--- config.mk ---
export PLATFORM = sky130hd
export DESIGN_NAME = vector_mem_unit_flat
export DESIGN_NICKNAME = d
export VERILOG_FILES = /design/src/rtl/vector_mem_unit_if.sv /design/src/rtl/vector_mem_unit.sv /design/src/flat_wrapper.sv
export SDC_FILE = /design/constraint.sdc
export NUM_CORES = 1
export LEC_CHECK = 0
export BUFFER_PORTS_ARGS = -buffer_cell sky130_fd_sc_hd__buf_2
export CAP_MARGIN = 20
export CORE_MARGIN = 10
export CORE_UTILIZATION = 48
export CTS_BUF_LIST = sky130_fd_sc_hd__clkbuf_16
export CTS_CLUSTER_DIAMETER = 120
export DETAILED_ROUTE_END_ITERATION = 12
export GPL_ROUTABILITY_DRIVEN = 0
export PLACE_DENSITY = 0.81
export RECOVER_POWER = 50
export REMOVE_ABC_BUFFERS = 1
export SLEW_MARGIN = 20
export SYNTH_ARGS = -nofsm -noshare
export SYNTH_HDL_FRONTEND = slang
export SYNTH_SLANG_ARGS = --single-unit
--- constraint.sdc ---
create_clock -name clk -period 3.5 [get_ports clk]
set_input_delay 0.7 -clock clk [delete_from_list [all_inputs] [get_ports clk]]
set_output_delay 0.7 -clock clk [all_outputs]
set_load 0.05 [all_outputs]
--- src/rtl/vector_mem_unit_if.sv ---
// Memory-side bus of the vector load/store unit: one word per beat,
// a read or write strobe, and a ready handshake from the memory.
interface vector_mem_unit_if #(
    parameter int ADDR_W = 16,
    parameter int LANE_W = 16
);
    logic [ADDR_W-1:0] mem_addr;
    logic [LANE_W-1:0] mem_wdata;
    logic              mem_re;
    logic              mem_we;
    logic [LANE_W-1:0] mem_rdata;
    logic              mem_ready;

    // The load/store unit drives the request side.
    modport master (
        output mem_addr, mem_wdata, mem_re, mem_we,
        input  mem_rdata, mem_ready
    );

    // The memory answers with read data and ready.
    modport slave (
        input  mem_addr, mem_wdata, mem_re, mem_we,
        output mem_rdata, mem_ready
    );
endinterface

--- src/rtl/vector_mem_unit.sv ---
// Vector load/store unit: serialises a LANES-wide vector load (VLD), vector
// store (VST) or scalar store (SST) into one memory word per beat, with
// consecutive word addresses that wrap at 2^ADDR_W. All memory-side outputs
// are registered and stay frozen while the memory stalls with mem_ready=0.
module vector_mem_unit #(
    parameter int LANES  = 16,
    parameter int LANE_W = 16,
    parameter int ADDR_W = 16
) (
    input  logic                    clk,
    input  logic                    rst,
    input  logic                    start,
    input  logic [3:0]              opcode,
    input  logic [ADDR_W-1:0]       addr,
    input  logic [LANES*LANE_W-1:0] st_data,
    vector_mem_unit_if.master       mem,
    output logic [LANES*LANE_W-1:0] ld_data,
    output logic                    busy,
    output logic                    done
);
    localparam int IDX_W = (LANES > 1) ? $clog2(LANES) : 1;

    localparam logic [3:0] OP_VLD = 4'b0100;
    localparam logic [3:0] OP_VST = 4'b0101;
    localparam logic [3:0] OP_SST = 4'b0011;

    localparam logic [IDX_W-1:0] LAST_VEC = IDX_W'(LANES - 1);

    typedef enum logic [1:0] {
        S_IDLE,
        S_LOAD,
        S_STORE,
        S_DONE
    } state_t;

    state_t                  state;
    logic [IDX_W-1:0]        idx;        // lane currently on the bus
    logic [IDX_W-1:0]        last_idx;   // LANES-1 for vectors, 0 for SST
    logic [ADDR_W-1:0]       base_addr;
    logic [LANES*LANE_W-1:0] st_lat;

    logic [IDX_W-1:0]  idx_next;
    logic [ADDR_W-1:0] addr_next;
    logic              last_lane;

    // Next lane index never overflows: it is only used when idx < last_idx.
    assign idx_next  = idx + 1'b1;
    // Address arithmetic stays ADDR_W bits wide so it wraps naturally.
    assign addr_next = base_addr + ADDR_W'(idx_next);
    assign last_lane = (idx == last_idx);

    // Single FSM: accepts a request in IDLE, walks the lanes one beat per
    // mem_ready, pulses done for one cycle, then returns to IDLE.
    always_ff @(posedge clk) begin
        if (rst) begin
            // NOTE: sequential state uses non-blocking assignments so every
            // register samples the pre-edge values, independent of order.
            state        <= S_IDLE;
            idx          <= '0;
            last_idx     <= '0;
            base_addr    <= '0;
            st_lat       <= '0;
            // NOTE: ld_data is a flop bank, not a RAM macro, so it can and
            // must be cleared by reset; a true memory array would not be.
            ld_data      <= '0;
            busy         <= 1'b0;
            done         <= 1'b0;
            mem.mem_re    <= 1'b0;
            mem.mem_we    <= 1'b0;
            mem.mem_addr  <= '0;
            mem.mem_wdata <= '0;
        end else begin
            case (state)
                S_IDLE: begin
                    if (start) begin
                        case (opcode)
                            OP_VLD: begin
                                state        <= S_LOAD;
                                base_addr    <= addr;
                                idx          <= '0;
                                last_idx     <= LAST_VEC;
                                busy         <= 1'b1;
                                mem.mem_re   <= 1'b1;
                                mem.mem_addr <= addr;
                            end
                            OP_VST, OP_SST: begin
                                state         <= S_STORE;
                                base_addr     <= addr;
                                st_lat        <= st_data;
                                idx           <= '0;
                                last_idx      <= (opcode == OP_VST) ? LAST_VEC : '0;
                                busy          <= 1'b1;
                                mem.mem_we    <= 1'b1;
                                mem.mem_addr  <= addr;
                                mem.mem_wdata <= st_data[LANE_W-1:0];
                            end
                            // NOTE: an unassigned branch in a clocked block
                            // simply holds the flops; no latch can result.
                            default: ;
                        endcase
                    end
                end

                S_LOAD: begin
                    if (mem.mem_ready) begin
                        ld_data[idx*LANE_W +: LANE_W] <= mem.mem_rdata;
                        if (last_lane) begin
                            state        <= S_DONE;
                            done         <= 1'b1;
                            mem.mem_re   <= 1'b0;
                            mem.mem_addr <= '0;
                        end else begin
                            idx          <= idx_next;
                            mem.mem_addr <= addr_next;
                        end
                    end
                end

                S_STORE: begin
                    if (mem.mem_ready) begin
                        if (last_lane) begin
                            state         <= S_DONE;
                            done          <= 1'b1;
                            mem.mem_we    <= 1'b0;
                            mem.mem_addr  <= '0;
                            mem.mem_wdata <= '0;
                        end else begin
                            idx           <= idx_next;
                            mem.mem_addr  <= addr_next;
                            mem.mem_wdata <= st_lat[idx_next*LANE_W +: LANE_W];
                        end
                    end
                end

                S_DONE: begin
                    state <= S_IDLE;
                    done  <= 1'b0;
                    busy  <= 1'b0;
                    idx   <= '0;
                end

                default: state <= S_IDLE;
            endcase
        end
    end
endmodule

--- src/flat_wrapper.sv ---
// flat-port wrapper written by rule: the top's interface ports become plain ports
module vector_mem_unit_flat 
#(
    parameter int LANES  = 16,
    parameter int LANE_W = 16,
    parameter int ADDR_W = 16
)
  (clk, rst, start, opcode, addr, st_data, ld_data, busy, done, mem_mem_addr, mem_mem_wdata, mem_mem_re, mem_mem_we, mem_mem_rdata, mem_mem_ready);
  vector_mem_unit_if #(.ADDR_W(ADDR_W), .LANE_W(LANE_W)) mem_i ();
  input  logic clk;
  input  logic rst;
  input  logic start;
  input  logic [3:0] opcode;
  input  logic [ADDR_W-1:0] addr;
  input  logic [LANES*LANE_W-1:0] st_data;
  output logic [LANES*LANE_W-1:0] ld_data;
  output logic busy;
  output logic done;
  output wire logic [$bits(mem_i.mem_addr)-1:0] mem_mem_addr;
  output wire logic [$bits(mem_i.mem_wdata)-1:0] mem_mem_wdata;
  output wire logic [$bits(mem_i.mem_re)-1:0] mem_mem_re;
  output wire logic [$bits(mem_i.mem_we)-1:0] mem_mem_we;
  input wire logic [$bits(mem_i.mem_rdata)-1:0] mem_mem_rdata;
  input wire logic [$bits(mem_i.mem_ready)-1:0] mem_mem_ready;
  assign mem_mem_addr = mem_i.mem_addr;
  assign mem_mem_wdata = mem_i.mem_wdata;
  assign mem_mem_re = mem_i.mem_re;
  assign mem_mem_we = mem_i.mem_we;
  assign mem_i.mem_rdata = mem_mem_rdata;
  assign mem_i.mem_ready = mem_mem_ready;
  vector_mem_unit #(.LANES(LANES), .LANE_W(LANE_W), .ADDR_W(ADDR_W)) u_core (.clk(clk), .rst(rst), .start(start), .opcode(opcode), .addr(addr), .st_data(st_data), .mem(mem_i), .ld_data(ld_data), .busy(busy), .done(done));
endmodule
==> flow_summary_export.csv, run 1 <==
group,metric,value,unit
synthesis,synth_edf_count,0,
timing,setup_viol,0,
synthesis,yosysTopAreaCell,"dfxtp_1",
synthesis,synth_area,0.0233,mm2
place,dp_hpwl,57400,um
grt,antenna_found_initial,6,
grt,grt_usage,26.0,%
detailed_routing,drc_errors,0,
min_path,holdPathStages,3,
setup_path,r2r_end,"u_core.mem.mem_addr[14]",
detailed_routing,vias,22400,
clocking,insertion_delay,590,ps
floorplanning,ios,588,
setup_path,start_kind,"register",
timing,tightest_slew,1010,ps
synthesis,ys_types,61,
setup_path,ff2ff_path_depth,9,
run_status,status,"complete, no violations",
timing,fin_crit,3030,ps
clocking,cts_resized,0,
setup_path,critPathMaxStageDelay,600,ps
floorplanning,die_w,240,um
setup_path,critPathRequiredTime,3970,ps
place,port_buffers,587,
floorplanning,start_util,48.7,%
setup_path,cp.arrival,3500,ps
synthesis,synthTopCellsByCount,"729 x nand2_1, 571 x dfxtp_1, 509 x a21oi_1",
synthesis,syn_area_per_cell,8.22,um2
cells_and_area,fin_util,58.5,%
clocking,clkTransAtPathRegs,60,ps
clocking,ctsHoldBuffers,0,
detailed_routing,first_pass_iters,6,
setup_path,end_kind,"register",
clocking,cts_max_level,2,
pwr,ir_worst_vdd,0.000368,V
synthesis,async_flop_share,0,%
cells_and_area,area_growth,20.2,%
setup_path,path_cells,"inv_1 > ha_1 > inv_1 > fa_1 > nand3b_1 > nand2_1 > or4b_2 > xnor2_1 > o22ai_1",
clocking,cts_sinks,571,
detailed_routing,wl_per_cell,20.3,um
synthesis,synth_flop_cell,"dfxtp_1",
job,maxCapViolCount,0,
timing,finalHoldViolations,0,
timing,slew_viol_final,0,
min_path,hold_class,"in -> reg",
detailed_routing,via_per_inst,5.67,
floorplanning,die-area,0.0577,mm2
pwr,powerDensity,492,mW/mm2
clocking,clockRootBuffer,"clkbuf_16",
clocking,cts_inserted_buffers,56,
setup_path,cpMostUsedCell,"inv_1",
detailed_routing,drt-total-wl,80100,um
synthesis,synth_most_common_cell,"nand2_1",
setup_path,crit_type,"reg -> reg",
synthesis,seq_area_frac_synth,49.1,%
setup_path,r2r_slack,470,ps
min_path,hold_path_end,"u_core.st_lat[223]",
detailed_routing,drt_iter0_drc,1943,
timing,fmax,330,MHz
timing,finalSetupTns,0,ps
setup_path,cp_slowest_cell,"or4b_2",
grt,overflow,0,
grt,grt_pass1_vias,21100,
cells_and_area,final_layout_size_suffix_gt1_share,14.7,%
setup_path,worst-path-max-fanout,10,
synthesis,netlist_instances,2834,
pwr,power,0.0138,W
floorplanning,die_h,240,um
min_path,hold_path.startpoint,"st_data[223]",
timing,rsz0062_at_grt,"no",
clocking,clk_path_buf_depth,3,
timing,relSlewSlack,32.9,%
synthesis,ys_top_cells_by_area,"dfxtp_1 49%, nand2_1 12%, a21oi_1 11%, mux4_2 6.2%, nor2_1 4.0%",
detailed_routing,postRouteAntennaNets,0,
place,dpl-instance-area,0.0266,mm2
setup_path,crit-reg2reg-launch,"u_core.idx[1]",
cells_and_area,final_cell_area,0.0280,mm2
grt,grt_max_degree,204,
pwr,power.leakage,10.2,nW
synthesis,yosysWarnings,0,
timing,finalCritPeriodShare,86.6,%
clocking,post_cts_buffers,0,
grt,grt_pass1_wl,119000,um
synthesis,synth_top_cell_area_share,49.1,%
synthesis,synth-seq-cells,571,
floorplanning,core-area,0.0478,mm2
setup_path,cp_num_buf_inv,2,
cells_and_area,nets,3592,
timing,timing.final.ws_setup,470,ps
timing,worst_clock_skew,9.99,ps
place,dp_slack,499,ps
setup_path,cp_top_family,"simple AND/OR/NAND/NOR gates",
floorplanning,num_rows,80,
clocking,cts_tree,"built",
[through the flow]
step | std cells | hold slack, ps
after floorplan | 2594 | 427
after global placement | 3838 | 438
after detailed placement | 3838 | 443
after CTS | 3939 | 301
after global routing | 3943 | 324
final | 3946 | 334
[registers in the layout, summed over array words and instances (netlist names)]
register and flops:
u_core.state 2, u_core.last_idx 1, u_core.busy 1, u_core.st_lat 256, u_core.done 1, u_core.mem.mem_we 1
u_core.idx 4, u_core.ld_data 256, u_core.base_addr 16, u_core.mem.mem_addr 16, u_core.mem.mem_wdata 16, u_core.mem.mem_re 1
[logic make-up (layout without fill, tap and decap cells)]
family | after synthesis | count (layout) | share of synthesized area (%)
AO/OA/AOI/OAI | 637 | 637 | 14.7
XOR/XNOR | 15 | 15 | 0.629
adder cells (fa/ha/maj) | 15 | 15 | 0.838
buffers and inverters | 257 | 747 | 4.36
flip-flops | 571 | 571 | 49.1
multiplexers | 128 | 128 | 8.95
other | 0 | 7 | 0
AND/OR/NAND/NOR | 1211 | 1211 | 21.4
[worst max path at each step]
| stage | startpoint | to | slack (ps) | cells after the start |
|---|---|---|---|---|
| 2_1_floorplan | u_core.state[0] | u_core.mem.mem_wdata[0] | -4400 | 7 |
| 3_3_place_gp | u_core.idx[1] | u_core.mem.mem_addr[5] | 610 | 10 |
| 3_5_place_dp | u_core.idx[1] | u_core.mem.mem_addr[5] | 500 | 10 |
| 4_1_cts | u_core.idx[1] | u_core.mem.mem_addr[5] | 490 | 10 |
| 5_1_grt | u_core.idx[1] | u_core.mem.mem_addr[11] | 200 | 10 |
| 6_report | u_core.idx[1] | u_core.mem.mem_addr[14] | 470 | 9 |
[cell type report]
class	count	area (um2)
clock inverters	44	379
repair buffers	629	3030
flip-flops and latches	571	11400
multi-input cells	2006	10900
clock buffers	57	1430
diodes	7	17.5
inverters	17	63.8
fillers	4410	19800
well taps	615	769
[worst min-delay path: cells and delay by family]
family                 cells  cell delay, ps
AO/OA/AOI/OAI              1              50
buffers and inverters      1              90
AND/OR/NAND/NOR            1              40
[placed cells by master (no fill, tap or decap), types with 5 or more instances in the layout]
| master | instances |
|---|---|
| o31a_1 | 5 |
| nand2_1 | 729 |
| o21ai_0 | 47 |
| o22a_1 | 14 |
| clkbuf_1 | 294 |
| a211oi_1 | 7 |
| a21o_1 | 6 |
| clkinv_2 | 12 |
| mux2i_1 | 62 |
| buf_2 | 294 |
| and2_1 | 6 |
| a31oi_1 | 17 |
| xnor2_1 | 7 |
| dfxtp_1 | 571 |
| xor2_1 | 6 |
| nor3_1 | 19 |
| nor4_1 | 5 |
| and3_1 | 25 |
| nand2b_1 | 8 |
| diode_2 | 7 |
| clkbuf_16 | 57 |
| inv_1 | 26 |
| buf_4 | 29 |
| buf_12 | 11 |
| a221oi_1 | 8 |
| nand3_1 | 139 |
| nand3b_1 | 6 |
| ha_1 | 14 |
| nor2_1 | 246 |
| mux4_2 | 64 |
| bufinv_16 | 7 |
| clkinv_1 | 12 |
| a21oi_1 | 509 |
[metal layers]
layer	global-route usage [%]	part of all wire, %	vias up
li1	-	-	10500
met5	0	0.034	-
met1	30.6	38	10500
met4	14.2	4.9	4
met3	6.40	9.8	222
met2	43.0	48	1159
[power breakdown]
group / switching (W) / internal [W]
logic: 0.000752 / 0.000331
clock network: 0.00252 / 0.00345
registers: 0.0000866 / 0.00664
No activity file was read; power rests on OpenSTA's default activity.
==> inputs of run 2 (changes only) <==
--- a/config.mk
+++ b/config.mk
@@ -5,15 +5,16 @@
 export SDC_FILE = /design/constraint.sdc
 export NUM_CORES = 1
 export LEC_CHECK = 0
+export ABC_AREA = 1
 export BUFFER_PORTS_ARGS = -buffer_cell sky130_fd_sc_hd__buf_2
 export CAP_MARGIN = 20
 export CORE_MARGIN = 10
-export CORE_UTILIZATION = 48
+export CORE_UTILIZATION = 49
 export CTS_BUF_LIST = sky130_fd_sc_hd__clkbuf_16
 export CTS_CLUSTER_DIAMETER = 120
 export DETAILED_ROUTE_END_ITERATION = 12
 export GPL_ROUTABILITY_DRIVEN = 0
-export PLACE_DENSITY = 0.81
+export PLACE_DENSITY = 0.82
 export RECOVER_POWER = 50
 export REMOVE_ABC_BUFFERS = 1
 export SLEW_MARGIN = 20
==> flow_summary_export.csv, run 2 <==
group,metric,value,unit
grt,antenna_found_initial,10,
place,dpl-instance-area,0.0275,mm2
job,maxCapViolCount,0,
clocking,cts_max_level,2,
cells_and_area,area_growth,19.3,%
floorplanning,die_h,242,um
run_status,status,"complete, no violations",
cells_and_area,layout_commonest_cell,"dfxtp_1",
detailed_routing,drt_iter0_drc,2957,
floorplanning,die_w,242,um
place,dp.cells,4474,
synthesis,synthTopCellsByCount,"571 x dfxtp_1, 492 x o21ai_0, 454 x nand2_1",
synthesis,synth_edf_count,0,
min_path,holdPathStages,3,
min_path,hold_class,"in -> reg",
clocking,insertion_delay,620,ps
timing,rsz0062_at_grt,"no",
cells_and_area,nets,4181,
synthesis,synth_most_common_cell,"dfxtp_1",
clocking,cts_tree,"built",
min_path,hold_path_end,"u_core.st_lat[254]",
synthesis,synth-seq-cells,571,
setup_path,cp.arrival,3390,ps
synthesis,synth_flop_cell,"dfxtp_1",
place,port_buffers,587,
cells_and_area,largest_registers,"u_core.ld_data (256), u_core.st_lat (256)",
timing,tightest_slew,1360,ps
cells_and_area,stdcell_count,4586,
setup_path,start_kind,"register",
timing,fmax,342,MHz
floorplanning,core-area,0.0488,mm2
detailed_routing,vias,24900,
clocking,clockRootBuffer,"clkbuf_16",
floorplanning,die-area,0.0585,mm2
grt,grt_pass1_wl,136000,um
clocking,ctsHoldBuffers,0,
timing,timing.final.ws_setup,575,ps
synthesis,ys_types,34,
min_path,hold_path.startpoint,"st_data[254]",
timing,fin_crit,2920,ps
grt,grt_max_degree,182,
synthesis,synth_top_cell_area_share,47.4,%
detailed_routing,drt-total-wl,89000,um
setup_path,r2r_slack,580,ps
grt,grt_pass1_vias,23400,
clocking,cts_resized,0,
cells_and_area,mostFrequentLayoutCells,"570 x dfxtp_1, 492 x o21ai_0, 454 x nand2_1",
timing,finalHoldViolations,0,
clocking,cts_inserted_buffers,58,
synthesis,seq_area_frac_synth,47.4,%
timing,relSlewSlack,9.05,%
place,dp_slack,720,ps
clocking,post_cts_buffers,0,
place,dp_hpwl,62800,um
floorplanning,ios,588,
floorplanning,num_rows,81,
detailed_routing,first_pass_iters,7,
timing,finalCritPeriodShare,83.6,%
detailed_routing,via_per_inst,5.42,
grt,grt_usage,28.8,%
grt,overflow,0,
setup_path,critPathRequiredTime,3970,ps
setup_path,end_kind,"register",
timing,worst_hold_slack,363,ps
pwr,power,0.0141,W
synthesis,syn_area_per_cell,7.06,um2
synthesis,yosysTopAreaCell,"dfxtp_1",
clocking,clkTransAtPathRegs,60,ps
cells_and_area,final_cell_area,0.0288,mm2
setup_path,crit_type,"reg -> reg",
clocking,clk_path_buf_depth,3,
pwr,ir_worst_vdd,0.000458,V
synthesis,async_flop_share,0,%
setup_path,crit-reg2reg-launch,"u_core.state[0]",
timing,slew_viol_final,0,
setup_path,ff2ff_path_depth,8,
synthesis,yosysWarnings,0,
pwr,power.leakage,12.5,nW
pwr,powerDensity,491,mW/mm2
timing,setup_viol,0,
setup_path,r2r_end,"u_core.st_lat[95]",
detailed_routing,postRouteAntennaNets,0,
synthesis,ys_top_cells_by_area,"dfxtp_1 47%, o21ai_0 10%, a21oi_1 9.1%, nand2_1 7.1%, inv_1 6.4%",
clocking,cts_sinks,571,
synthesis,netlist_instances,3419,
detailed_routing,wl_per_cell,19.4,um
floorplanning,start_util,49.4,%
synthesis,synth_area,0.0241,mm2
timing,worst_clock_skew,22.1,ps
cells_and_area,final_layout_size_suffix_gt1_share,11.4,%
detailed_routing,drc_errors,0,
setup_path,worst-path-max-fanout,70,
[run 2: cell types whose count changed in the layout (fill, tap and decap cells not counted), sizes merged, moves of 26 or more]
| cell | delta |
|---|---|
| mux4 | -64 |
| inv | +405 |
| a21oi | -72 |
| nor2 | +164 |
| nor3 | +33 |
| nand3 | +131 |
| nand2 | -271 |
| o21ai | +458 |
| and3 | -26 |
| mux2i | -62 |
[run 2: logic make-up after synthesis]
| group | Yosys count | share of synthesized area (%) |
|---|---|---|
| buf+inv | 662 | 10.5 |
| fa+ha+maj | 15 | 0.809 |
| simple gates | 1203 | 20.8 |
| flops | 571 | 47.4 |
| compound gates | 961 | 20.1 |
| xor+xnor | 7 | 0.332 |
[run 2: per-stage QoR]
| step | TNS (ps) | utilization [%] |
|---|---|---|
| 3_3_place_gp | 0 | 56.2 |
| 2_1_floorplan | -3132250 | - |
| 6_report | 0 | 58.9 |
| 5_1_grt | 0 | 58.9 |
| 4_1_cts | 0 | 59.7 |
| 3_5_place_dp | 0 | 56.2 |
[run 2: per-layer routing]
layer | vias up | track usage, % | share of wire (%)
li1 | 11900 | - | -
met1 | 11400 | 35.6 | 39
met2 | 1283 | 45.8 | 45
met3 | 225 | 8.99 | 11
met4 | 10 | 11.8 | 4.3
met5 | - | 0 | 0.067
[run 2: area by class of cell]
cell class,count,area [um2]
Antenna cell,5,12.5
Clock buffer,59,1480
Clock inverter,48,236
Fill cell,4597,20100
Inverter,419,1590
Multi-Input combinational cell,2186,10200
Sequential cell,571,11400
Tap cell,664,831
Timing Repair Buffer,634,2990
[run 2: worst max-delay path: stages (launching register included)]
cell	delay (ps)
dfxtp_1	340
inv_1	90
ha_1	430
nand2_1	130
inv_1	110
nand3_4	250
clkbuf_2	710
o21ai_0	620
a21oi_1	80
[run 2: worst max-delay path by stage]
stage | from | slack, ps | depth (start not counted) | endpoint
after global routing | u_core.state[0] | 290 | 8 | u_core.st_lat[47]
after CTS | u_core.idx[0] | 710 | 10 | u_core.ld_data[5]
after global placement | opcode[0] | 810 | 10 | u_core.idx[0]
after floorplan | opcode[2] | -7160 | 6 | u_core.st_lat[0]
final | u_core.state[0] | 580 | 8 | u_core.st_lat[95]
after detailed placement | u_core.idx[0] | 720 | 10 | u_core.ld_data[5]
[run 2: report_power, final]
| part | switching, W | internal, W | total [W] |
|---|---|---|---|
| Sequential | 0.000118 | 0.00672 | 0.00684 |
| Combinational | 0.00115 | 0.000432 | 0.00158 |
| Clock | 0.00266 | 0.00305 | 0.00571 |
| Total | 0.00392 | 0.0102 | 0.0141 |
